$ cat src/rtl/relu_pool_pkg.sv
// Shared types and helpers for the ReLU + pooling engine.
package relu_pool_pkg;

   typedef enum logic {
      POOL_MAX = 1'b0,
      POOL_AVG = 1'b1
   } pool_mode_e;

   typedef enum logic {
      ST_IDLE = 1'b0,
      ST_RUN  = 1'b1
   } state_e;

   localparam int DW_DEF = 16;
   localparam int K_DEF  = 2;

   // Only power-of-two windows of 2 or 4 are supported by the shift-based average.
   function automatic bit k_legal(input int k);
      return (k == 2) || (k == 4);
   endfunction

   function automatic int log2k(input int k);
      return (k == 4) ? 2 : 1;
   endfunction

   // Sum of K*K DW-bit values needs 2*log2(K) guard bits.
   function automatic int acc_width(input int dw, input int k);
      return dw + 2 * log2k(k);
   endfunction

   localparam int ACC_W = DW_DEF + 2 * log2k(K_DEF);

endpackage

$ cat src/rtl/relu_pool_engine_if.sv
// Stream/config bundle between the PE array side and the pooling engine.
interface relu_pool_engine_if #(
   parameter int DW     = 16,
   parameter int CH     = 4,
   parameter int FMAP_W = 5
);
   logic              start;
   logic [FMAP_W-1:0] featmap_size;
   logic              pool_mode;
   logic              relu_en;
   logic              in_valid;
   logic [CH*DW-1:0]  din;
   logic [CH*DW-1:0]  dout;
   logic              dout_valid;
   logic              frame_done;
   logic              busy;

   modport master (
      output start, featmap_size, pool_mode, relu_en, in_valid, din,
      input  dout, dout_valid, frame_done, busy
   );

   modport slave (
      input  start, featmap_size, pool_mode, relu_en, in_valid, din,
      output dout, dout_valid, frame_done, busy
   );
endinterface

$ cat src/rtl/relu_pool_lane.sv
// One channel lane: ReLU, horizontal accumulator, column buffer, max/avg merge.
// The average path exists only when RELU_POOL_AVG_EN is defined.
module relu_pool_lane
   import relu_pool_pkg::*;
#(
   parameter int DW       = 16,
   parameter int K        = 2,
   parameter int MAX_FMAP = 28,
   parameter int IDX_W    = 4
) (
   input  logic                 clk,
   input  logic                 rst,
   input  logic                 relu_en,
   input  logic                 avg,
   input  logic                 en,
   input  logic                 c_first,
   input  logic                 c_last,
   input  logic                 r_first,
   input  logic                 r_last,
   input  logic [IDX_W-1:0]     idx,
   input  logic signed [DW-1:0] din,
   output logic signed [DW-1:0] dout
);
   localparam int LK      = log2k(K);
   localparam int AW      = acc_width(DW, K);
   localparam int ENTRIES = MAX_FMAP / K;

   typedef logic signed [AW-1:0] acc_t;

   acc_t              hacc;
   acc_t              col_buf [ENTRIES];
   acc_t              pix;
   acc_t              h_new;
   acc_t              e_new;
   logic signed [DW-1:0] res;

`ifndef RELU_POOL_AVG_EN
   logic unused_avg;
   assign unused_avg = avg;
`endif

   function automatic acc_t merge(input acc_t a, input acc_t b);
`ifdef RELU_POOL_AVG_EN
      if (avg) return a + b;
`endif
      return (a > b) ? a : b;
   endfunction

   // ReLU, window-row merge, column merge and final scaling
   always_comb begin
      pix   = (relu_en && din[DW-1]) ? '0 : acc_t'(din);
      h_new = c_first ? pix : merge(hacc, pix);
      e_new = r_first ? h_new : merge(col_buf[idx], h_new);
`ifdef RELU_POOL_AVG_EN
      res   = avg ? DW'(e_new >>> (2 * LK)) : DW'(e_new);
`else
      res   = DW'(e_new);
`endif
   end

   // Accumulator, column buffer and output register updates
   always_ff @(posedge clk) begin
      if (rst) begin
         hacc <= '0;
         dout <= '0;
         for (int i = 0; i < ENTRIES; i++) col_buf[i] <= '0;
      end else if (en) begin
         if (!c_last)
            hacc <= h_new;
         else if (!r_last)
            col_buf[idx] <= e_new;
         else
            dout <= res;
      end
   end

endmodule

$ cat src/rtl/relu_pool_engine.sv
// Streaming ReLU + non-overlapping KxK pooling over CH parallel lanes.
// Optional feature macro: RELU_POOL_AVG_EN enables average pooling (pool_mode).
//
// state   | meaning
// --------+------------------------------------------------
// ST_IDLE | no frame active, waiting for start with S >= 1
// ST_RUN  | consuming pixels of the current frame
module relu_pool_engine
   import relu_pool_pkg::*;
#(
   parameter int DW       = 16,
   parameter int CH       = 4,
   parameter int K        = 2,
   parameter int MAX_FMAP = 28,
   parameter int FMAP_W   = $clog2(MAX_FMAP + 1)
) (
   input  logic            clk,
   input  logic            rst,
   relu_pool_engine_if.slave bus
);
   localparam int LK         = log2k(K);
   localparam int IDX_W      = FMAP_W - LK;
   localparam int REGION_MAX = (MAX_FMAP / K) * K;

   if (!k_legal(K)) begin : g_bad_k
      $error("relu_pool_engine: K must be 2 or 4");
   end

   state_e            state;
   state_e            state_nxt;
   logic [FMAP_W-1:0] size_q;
   logic [FMAP_W-1:0] row;
   logic [FMAP_W-1:0] col;
   logic [FMAP_W-1:0] lim_floor;
   logic [FMAP_W-1:0] lim;
   logic              relu_q;
   logic              avg_sel;
   logic              start_ok;
   logic              accept;
   logic              in_region;
   logic              last_pix;
   logic              col_wrap;
   logic              lane_en;
   logic              c_first;
   logic              c_last;
   logic              r_first;
   logic              r_last;
   logic              dout_valid_q;
   logic              frame_done_q;
   logic signed [DW-1:0] lane_dout [CH];

`ifdef RELU_POOL_AVG_EN
   pool_mode_e mode_q;

   // Pooling mode is latched with the rest of the frame configuration
   always_ff @(posedge clk) begin
      if (rst)
         mode_q <= POOL_MAX;
      else if (start_ok)
         mode_q <= pool_mode_e'(bus.pool_mode);
   end

   assign avg_sel = (mode_q == POOL_AVG);
`else
   logic unused_pool_mode;
   assign unused_pool_mode = bus.pool_mode;
   assign avg_sel          = 1'b0;
`endif

   // Pixel acceptance, pooling-region and window-position decode
   always_comb begin
      start_ok  = bus.start && (bus.featmap_size != '0);
      accept    = (state == ST_RUN) && bus.in_valid && !start_ok;
      lim_floor = {size_q[FMAP_W-1:LK], {LK{1'b0}}};
      lim       = (lim_floor > FMAP_W'(REGION_MAX)) ? FMAP_W'(REGION_MAX) : lim_floor;
      in_region = (row < lim) && (col < lim);
      col_wrap  = (col == size_q - FMAP_W'(1));
      last_pix  = col_wrap && (row == size_q - FMAP_W'(1));
      c_first   = (col[LK-1:0] == '0);
      c_last    = (col[LK-1:0] == '1);
      r_first   = (row[LK-1:0] == '0);
      r_last    = (row[LK-1:0] == '1);
      lane_en   = accept && in_region;
   end

   // Next-state: a new start always restarts, the last pixel ends the frame
   always_comb begin
      state_nxt = state;
      case (state)
         ST_IDLE: if (start_ok) state_nxt = ST_RUN;
         ST_RUN:  if (accept && last_pix) state_nxt = ST_IDLE;
         default: state_nxt = ST_IDLE;
      endcase
   end

   // State register
   always_ff @(posedge clk) begin
      if (rst) state <= ST_IDLE;
      else     state <= state_nxt;
   end

   // Configuration latch and raster row/col counters
   always_ff @(posedge clk) begin
      if (rst) begin
         size_q <= '0;
         relu_q <= 1'b0;
         row    <= '0;
         col    <= '0;
      end else if (start_ok) begin
         size_q <= bus.featmap_size;
         relu_q <= bus.relu_en;
         row    <= '0;
         col    <= '0;
      end else if (accept) begin
         if (last_pix) begin
            row <= '0;
            col <= '0;
         end else if (col_wrap) begin
            col <= '0;
            row <= row + FMAP_W'(1);
         end else begin
            col <= col + FMAP_W'(1);
         end
      end
   end

   // Output strobes, one cycle after the completing pixel
   always_ff @(posedge clk) begin
      if (rst) begin
         dout_valid_q <= 1'b0;
         frame_done_q <= 1'b0;
      end else begin
         dout_valid_q <= lane_en && c_last && r_last;
         frame_done_q <= accept && last_pix;
      end
   end

   for (genvar i = 0; i < CH; i++) begin : g_lane
      relu_pool_lane #(
         .DW       (DW),
         .K        (K),
         .MAX_FMAP (MAX_FMAP),
         .IDX_W    (IDX_W)
      ) u_lane (
         .clk     (clk),
         .rst     (rst),
         .relu_en (relu_q),
         .avg     (avg_sel),
         .en      (lane_en),
         .c_first (c_first),
         .c_last  (c_last),
         .r_first (r_first),
         .r_last  (r_last),
         .idx     (col[FMAP_W-1:LK]),
         .din     (bus.din[i*DW +: DW]),
         .dout    (lane_dout[i])
      );
   end

   // Pack lane results onto the output bus
   always_comb begin
      bus.dout = '0;
      for (int i = 0; i < CH; i++) bus.dout[i*DW +: DW] = lane_dout[i];
   end

   assign bus.dout_valid = dout_valid_q;
   assign bus.frame_done = frame_done_q;
   assign bus.busy       = (state == ST_RUN);

endmodule

$ cat src/flat_wrapper.sv
// flat-port wrapper written by rule: the top's interface ports become plain ports
module relu_pool_engine_flat import relu_pool_pkg::*;
#(
   parameter int DW       = 16,
   parameter int CH       = 4,
   parameter int K        = 2,
   parameter int MAX_FMAP = 28,
   parameter int FMAP_W   = $clog2(MAX_FMAP + 1)
)
  (clk, rst, bus_start, bus_featmap_size, bus_pool_mode, bus_relu_en, bus_in_valid, bus_din, bus_dout, bus_dout_valid, bus_frame_done, bus_busy);
  relu_pool_engine_if #(.DW(DW), .CH(CH), .FMAP_W(FMAP_W)) bus_i ();
  input  logic clk;
  input  logic rst;
  input wire logic [$bits(bus_i.start)-1:0] bus_start;
  input wire logic [$bits(bus_i.featmap_size)-1:0] bus_featmap_size;
  input wire logic [$bits(bus_i.pool_mode)-1:0] bus_pool_mode;
  input wire logic [$bits(bus_i.relu_en)-1:0] bus_relu_en;
  input wire logic [$bits(bus_i.in_valid)-1:0] bus_in_valid;
  input wire logic [$bits(bus_i.din)-1:0] bus_din;
  output wire logic [$bits(bus_i.dout)-1:0] bus_dout;
  output wire logic [$bits(bus_i.dout_valid)-1:0] bus_dout_valid;
  output wire logic [$bits(bus_i.frame_done)-1:0] bus_frame_done;
  output wire logic [$bits(bus_i.busy)-1:0] bus_busy;
  assign bus_i.start = bus_start;
  assign bus_i.featmap_size = bus_featmap_size;
  assign bus_i.pool_mode = bus_pool_mode;
  assign bus_i.relu_en = bus_relu_en;
  assign bus_i.in_valid = bus_in_valid;
  assign bus_i.din = bus_din;
  assign bus_dout = bus_i.dout;
  assign bus_dout_valid = bus_i.dout_valid;
  assign bus_frame_done = bus_i.frame_done;
  assign bus_busy = bus_i.busy;
  relu_pool_engine #(.DW(DW), .CH(CH), .K(K), .MAX_FMAP(MAX_FMAP), .FMAP_W(FMAP_W)) u_core (.clk(clk), .rst(rst), .bus(bus_i));
endmodule
$ cat config.mk
export PLATFORM = sky130hd
export DESIGN_NAME = relu_pool_engine_flat
export DESIGN_NICKNAME = d
export VERILOG_FILES = /design/src/rtl/relu_pool_pkg.sv /design/src/rtl/relu_pool_engine_if.sv /design/src/rtl/relu_pool_lane.sv /design/src/rtl/relu_pool_engine.sv /design/src/flat_wrapper.sv
export SDC_FILE = /design/constraint.sdc
export NUM_CORES = 2
export LEC_CHECK = 0
export CAP_MARGIN = 40
export CORE_ASPECT_RATIO = 1.1
export CORE_MARGIN = 5
export CORE_UTILIZATION = 56
export DETAILED_ROUTE_END_ITERATION = 7
export PLACE_DENSITY = 0.75
export SETUP_SLACK_MARGIN = 0.05
export SLEW_MARGIN = 20
export SYNTH_ARGS = -nofsm -noshare
export SYNTH_HDL_FRONTEND = slang
export SYNTH_SLANG_ARGS = --single-unit
$ cat constraint.sdc
create_clock -name clk -period 7.41 [get_ports clk]
set_clock_uncertainty 0.15 [all_clocks]
set_input_delay 1.8525 -clock clk [delete_from_list [all_inputs] [get_ports clk]]
set_output_delay 1.8525 -clock clk [all_outputs]
set_load 0.01 [all_outputs]
# After elaboration in Yosys (flattened, before gate mapping)
# Memory sizes are Yosys's and may differ from the RTL's. A register that Yosys moved wholly into a read port is not among the register bits.
# Cells that the tools add are included.
[op_classes]
add_sub_neg = 3
n_mul = 0
div = 0
order_cmp = 11
eq_ne = 2
shifts = 0
n_mux = 55
bitwise_logic = 2
reduce_logical = 24
[ops]
columns = ["operator", "n"]
rows = [
  ["18-bit 2-to-1 mux", 24],
  ["18-bit greater-than comparator", 8],
  ["18-bit OR reduction", 4],
  ["4-bit 2-to-1 mux", 12],
  ["5-bit 2-to-1 mux", 5],
  ["1-bit logical AND", 13],
  ["1-bit 2-to-1 mux", 13],
  ["5-bit by 1-bit adder with 5-bit output (second input constant)", 2],
  ["5-bit == test", 2],
  ["5-bit less-than comparator", 2],
  ["5-bit greater-than comparator (second input constant)", 1],
  ["5-bit nonzero test", 1],
  ["5-bit by 1-bit subtractor with 5-bit output (second input constant)", 1],
  ["2-bit AND reduction", 2],
  ["3-bit AND reduction", 1],
  ["1-bit NOT", 2],
  ["1-bit case mux with 2 select lines", 1],
  ["2-bit nonzero test", 1],
  ["2-bit OR reduction", 1],
  ["1-bit logical NOT", 1],
]
[totals]
regBits = 155
latch_bits = 0
ram_bits = 1008
mem_bits_ro = 0
in_bits = 75
out_inout_bits = 67
n_memories = 4
[memory_table]
columns = ["memory", "words", "word_bits", "read_ports", "rd_clocked_by_memory_dff", "wr", "line_no", "source"]
rows = [
  ["u_core.g_lane[0].u_lane.col_buf", 14, 18, 1, 1, 14, "relu_pool_lane.sv:31", "acc_t col_buf [ENTRIES];"],
  ["u_core.g_lane[1].u_lane.col_buf", 14, 18, 1, 1, 14, "relu_pool_lane.sv:31", ""],
  ["u_core.g_lane[2].u_lane.col_buf", 14, 18, 1, 1, 14, "relu_pool_lane.sv:31", ""],
  ["u_core.g_lane[3].u_lane.col_buf", 14, 18, 1, 1, 14, "relu_pool_lane.sv:31", ""],
]

# Depth between registers and ports, before layout
[logic_depth]
ltp_word = 10
mapped_depth = 25
ltp_nobuf = 18

# Modules after synthesis
# Synthesis repeated with hierarchy kept, for this count alone.
[hier_totals]
hier_cells = 4683
hier_area_um2 = 64514.4
[by_module_without_submodules]
columns = ["mod", "n_inst", "cells_each", "area_per_inst_um2", "seq_area_each_um2"]
rows = [
  ["relu_pool_lane at u_core.g_lane[2].u_lane ...", 2, 1100, 15237.1, 9328.9],
  ["relu_pool_lane at u_core.g_lane[1].u_lane", 1, 1237, 17610.6, 9328.9],
  ["relu_pool_lane at u_core.g_lane[0].u_lane", 1, 1102, 15243.4, 9328.9],
  ["relu_pool_engine", 1, 144, 1186.1, 380.4],
]

# Worst setup path after synthesis
# No wires, ideal clock.
[synth_path]
path_type = "input to register"
from = "input port bus_din[15]"
to = "memory u_core.g_lane[0].u_lane.col_buf[8][0] in the netlist's numbering (data pin)"
setup_time_ns = 0.265
arrival_time_ns = 6.793
setup_slack_ns = 0.202
stages = 22
cell_sequence = "nand2_1 -> clkbuf_1 -> nand2_1 -> ha_1 -> nand3_1 -> or4_1 -> clkbuf_1 -> o21a_1 -> buf_2 -> buf_2 -> o211ai_1 -> inv_1 -> ha_1 -> nand4_1 -> nor4_1 -> o221ai_1 -> a221o_1 -> nand2_4 -> buf_4 -> mux2i_1 -> buf_2 -> nor2_1"
[synth_rtl]
columns = ["element", "line_no", "source"]
rows = [
  ["start, declared", "flat_wrapper.sv:19", "input wire logic [$bits(bus_i.din)-1:0] bus_din;"],
  ["end, declared", "relu_pool_lane.sv:31", ""],
]

==> run summary <==
CP Data Arrival Time -> 7.28 ns
Height of the die -> 358.7 um
CP startpoint -> bus_din[31]
DRT iter0 DRCs -> 6,110
Port bufs -> 140
Post-synthesis sequential area ratio -> 61.02%
Startpoint types -> input port
Peak supply drop -> 246.5 uV
Most frequent cells in the layout -> 1,152 x edfxtp_1, 727 x nor2_1, 358 x mux4_2, 317 x a211oi_1, 247 x buf_4
P&R area growth vs syn -> 14.81%
Initial antenna violation count -> 4
Placement Setup Slack -> -0.2649 ns
Relative slew slack -> 37.44%
Clk slew on worst S/H paths -> 0.06 ns
Required @ worst endpoint -> 7.76 ns
Worst Hold Slack -> 0.3000 ns
Synthesized flop and latch total -> 1,311
GRT Util Overall -> 30.17%
Vias -> 42,010
Worst Tran Pin Value -> 0.9385 ns
Post-synthesis cell type count -> 76
RSZ-0062 raised after global routing -> no
Layout cells sized above 1 -> 19.67%
Vias in the first global route -> 42,100
Total routed wirelength -> 177.6 mm
Crit path capture -> u_core.g_lane[1].u_lane.col_buf[15][14]
Crit-path max FO -> 15
Hold Startpoint -> u_core.g_lane[1].u_lane.dout[6]
Max Cap Viol -> 0
Total power -> 0.01593 W
CTS Sinks -> 1,311
Postcts setup bufs -> 0
DIE AREA -> 117,300 um^2
Outcome -> complete, no violations
Setup CP Type -> in2reg
Core Util, Final -> 64.41%
# H-tree levels -> 4
Worst flop-to-flop path endpoint -> u_core.g_lane[3].u_lane.col_buf[12][2]
Die X -> 327.0 um
Row count -> 128
Syn Inst Count -> 4,545
Detailed placement HPWL -> 101.6 mm
DR DRC count -> 0
Final hold violations -> 0
Final RePlAce weighted congestion -> 0.8794
Final period util -> 93.59%
PnR worst setup slack -> 0.4752 ns
Root Driver -> clkbuf_16
Slew Limit Fails -> 0
Synthesized area -> 61,910 um^2
Clock Path Buffers -> 3
Grt ovf -> 0
Leak -> 24.78 nW
Via density -> 6.730
Min-delay worst type -> reg2reg
Final net count -> 4,935
Fin area -> 71,070 um^2
Largest net degree at the start of global routing -> 89
Initial Utilization -> 56.10%
Reg-to-reg slack, setup -> 1.34 ns
Hold depth -> 2
DRT Pass-1 Iters -> 6
DRT antenna net count -> 0
Post-synth EDFFs -> 1,152
Core box area -> 110,300 um^2
Fmax -> 144.2 MHz
Clock buffers created by TritonCTS -> 130
Crit path capture type -> flop
Wire length per cell -> 28.45 um
Worst reg-to-reg path cell count -> 24
Worst R2R Start -> u_core.relu_q
Worst skew pair latency -> 0.78 ns
First-pass GRT wire length -> 265.3 mm
IO Pins -> 142
Most used DFF post-synth -> edfxtp_1
Syn avg cell area -> 13.62 um^2
TritonCTS clock tree -> yes
Commonest non-fill, non-tap cell in the layout -> edfxtp_1
Dpl cell area -> 66,870 um^2
Post-synth ARST share -> 0%
Cts hold-fix bufs -> 0
Yosys Warn Count -> 0
PostCTS Resize Cnt -> 0
Post-route minimum period -> 6.935 ns
Syn Nets -> 4,773
Pwr Density -> 224.2 nW/um^2
Final Setup Violations -> 0
## cells by family (layout without fill, tap and decap cells)
family | after synthesis | after routing | share of synthesized area (%)
other | 0 | 3 | 0
buffers and inverters | 564 | 829 | 3.719
flip-flops | 1311 | 1311 | 61.02
AO/OA/AOI/OAI | 760 | 760 | 8.862
adder cells (fa/ha/maj) | 153 | 153 | 3.092
AND/OR/NAND/NOR | 1356 | 1356 | 9.576
multiplexers | 382 | 382 | 13.42
XOR/XNOR | 19 | 19 | 0.3133
## per-layer routing
layer / share of wire (%) / vias to the layer above / GRT usage (%) / wire length, um
met2: 48 / 2845 / 49.52 / 86120
met4: 3.4 / 4 / 10.48 / 5977
met3: 12 / 459 / 8.095 / 22010
li1: - / 17870 / - / -
met5: 0.012 / - / 0 / 22
met1: 36 / 20840 / 39.49 / 63450
## through the flow
step | std cells | setup TNS, ns
after floorplan | 4545 | 0
after global placement | 5997 | -14.84
after detailed placement | 6002 | -43.73
after CTS | 6237 | 0
after global routing | 6240 | 0
final | 6243 | 0
## registers in the layout, summed over array words and instances (netlist names), 5 cells and up, named ones only
register and cells:
u_core.g_lane.u_lane.hacc 72, u_core.row 5, u_core.g_lane.u_lane.dout 64, u_core.g_lane.u_lane.col_buf 1152
u_core.size_q 5, u_core.col 5
## cell type report
cell class	instances	area, um^2
fill	7632	39270
sequential	1311	37790
multi-input combinational	2670	22120
timing repair buffer	460	4723
clock buffer	176	3560
tap	1430	1789
clock inverter	59	576.8
inverter	134	503.0
antenna	3	7.507
## report_power, final
part | total [W] | switching (W) | leakage (nW) | internal, W
Combinational | 0.00109 | 0.000695 | 10.1 | 0.000393
Sequential | 0.00832 | 0.0000779 | 12.7 | 0.00824
Clock | 0.00652 | 0.00285 | 2.01 | 0.00368
## critical path, stage by stage
cell and delay, ns:
clkdlybuf4s50_1 0.42, nand2_1 0.13, buf_4 0.20, nand2_1 0.10
ha_1 0.31, a21oi_1 0.14, o21ai_0 0.18, a2111oi_2 0.59
o2111a_1 0.49, a22o_1 0.25, nor2_1 0.08, ha_1 0.33
nand4_1 0.17, nor4_1 0.42, o32ai_1 0.17, a21o_1 0.22
and3_1 0.20, buf_4 0.20, o31ai_2 0.41, buf_4 0.30
inv_1 0.11
## worst min path at each step
stage                                       end
4_1_cts         u_core.g_lane[1].u_lane.dout[6]
2_1_floorplan                  u_core.size_q[1]
5_1_grt         u_core.g_lane[0].u_lane.dout[9]
3_3_place_gp   u_core.g_lane[0].u_lane.dout[12]
6_report        u_core.g_lane[1].u_lane.dout[6]
3_5_place_dp    u_core.g_lane[0].u_lane.dout[9]
## Yosys cell counts (all sizes together) (3+ instances only)
cell type  instances  area (um^2)
a2bb2oi           14        122.6
o21a               8        60.06
nand4             42        269.0
nand4b             3        26.28
nand2b            10        62.56
a211oi           317         2380
o2111ai            5        43.79
a221oi             3        32.53
a22oi              3        22.52
inv              134        503.0
o211ai            67        508.0
or4                3        22.52
nor2b              9        56.30
and3              39        244.0
o21ai             70        354.1
and4               7        61.31
nor4b              3        53.80
clkbuf           285         1070
mux2i             21        210.2
a31oi             31        193.9
xor2               6        52.55
or2                4        25.02
nand2            217        822.0
o31a               5        43.79
or3                3        18.77
o221ai             3        26.28
a21boi             7        52.55
a21oi            122        610.6
edfxtp          1152        34590
a22o              14        122.6
ha               153         1914
xnor2             11        96.34
nor3             220         1112
mux4             358         8063
a2111oi            3        32.53
nor4              10        81.33
nor2             728         2733
o31ai             41        481.7
dfxtp            159         3183
buf              145        729.5
nand3             33        170.2
and2              21        131.4
a21o              30        225.2
mux2               3        33.78
Power figures use the tool's default switching activity.
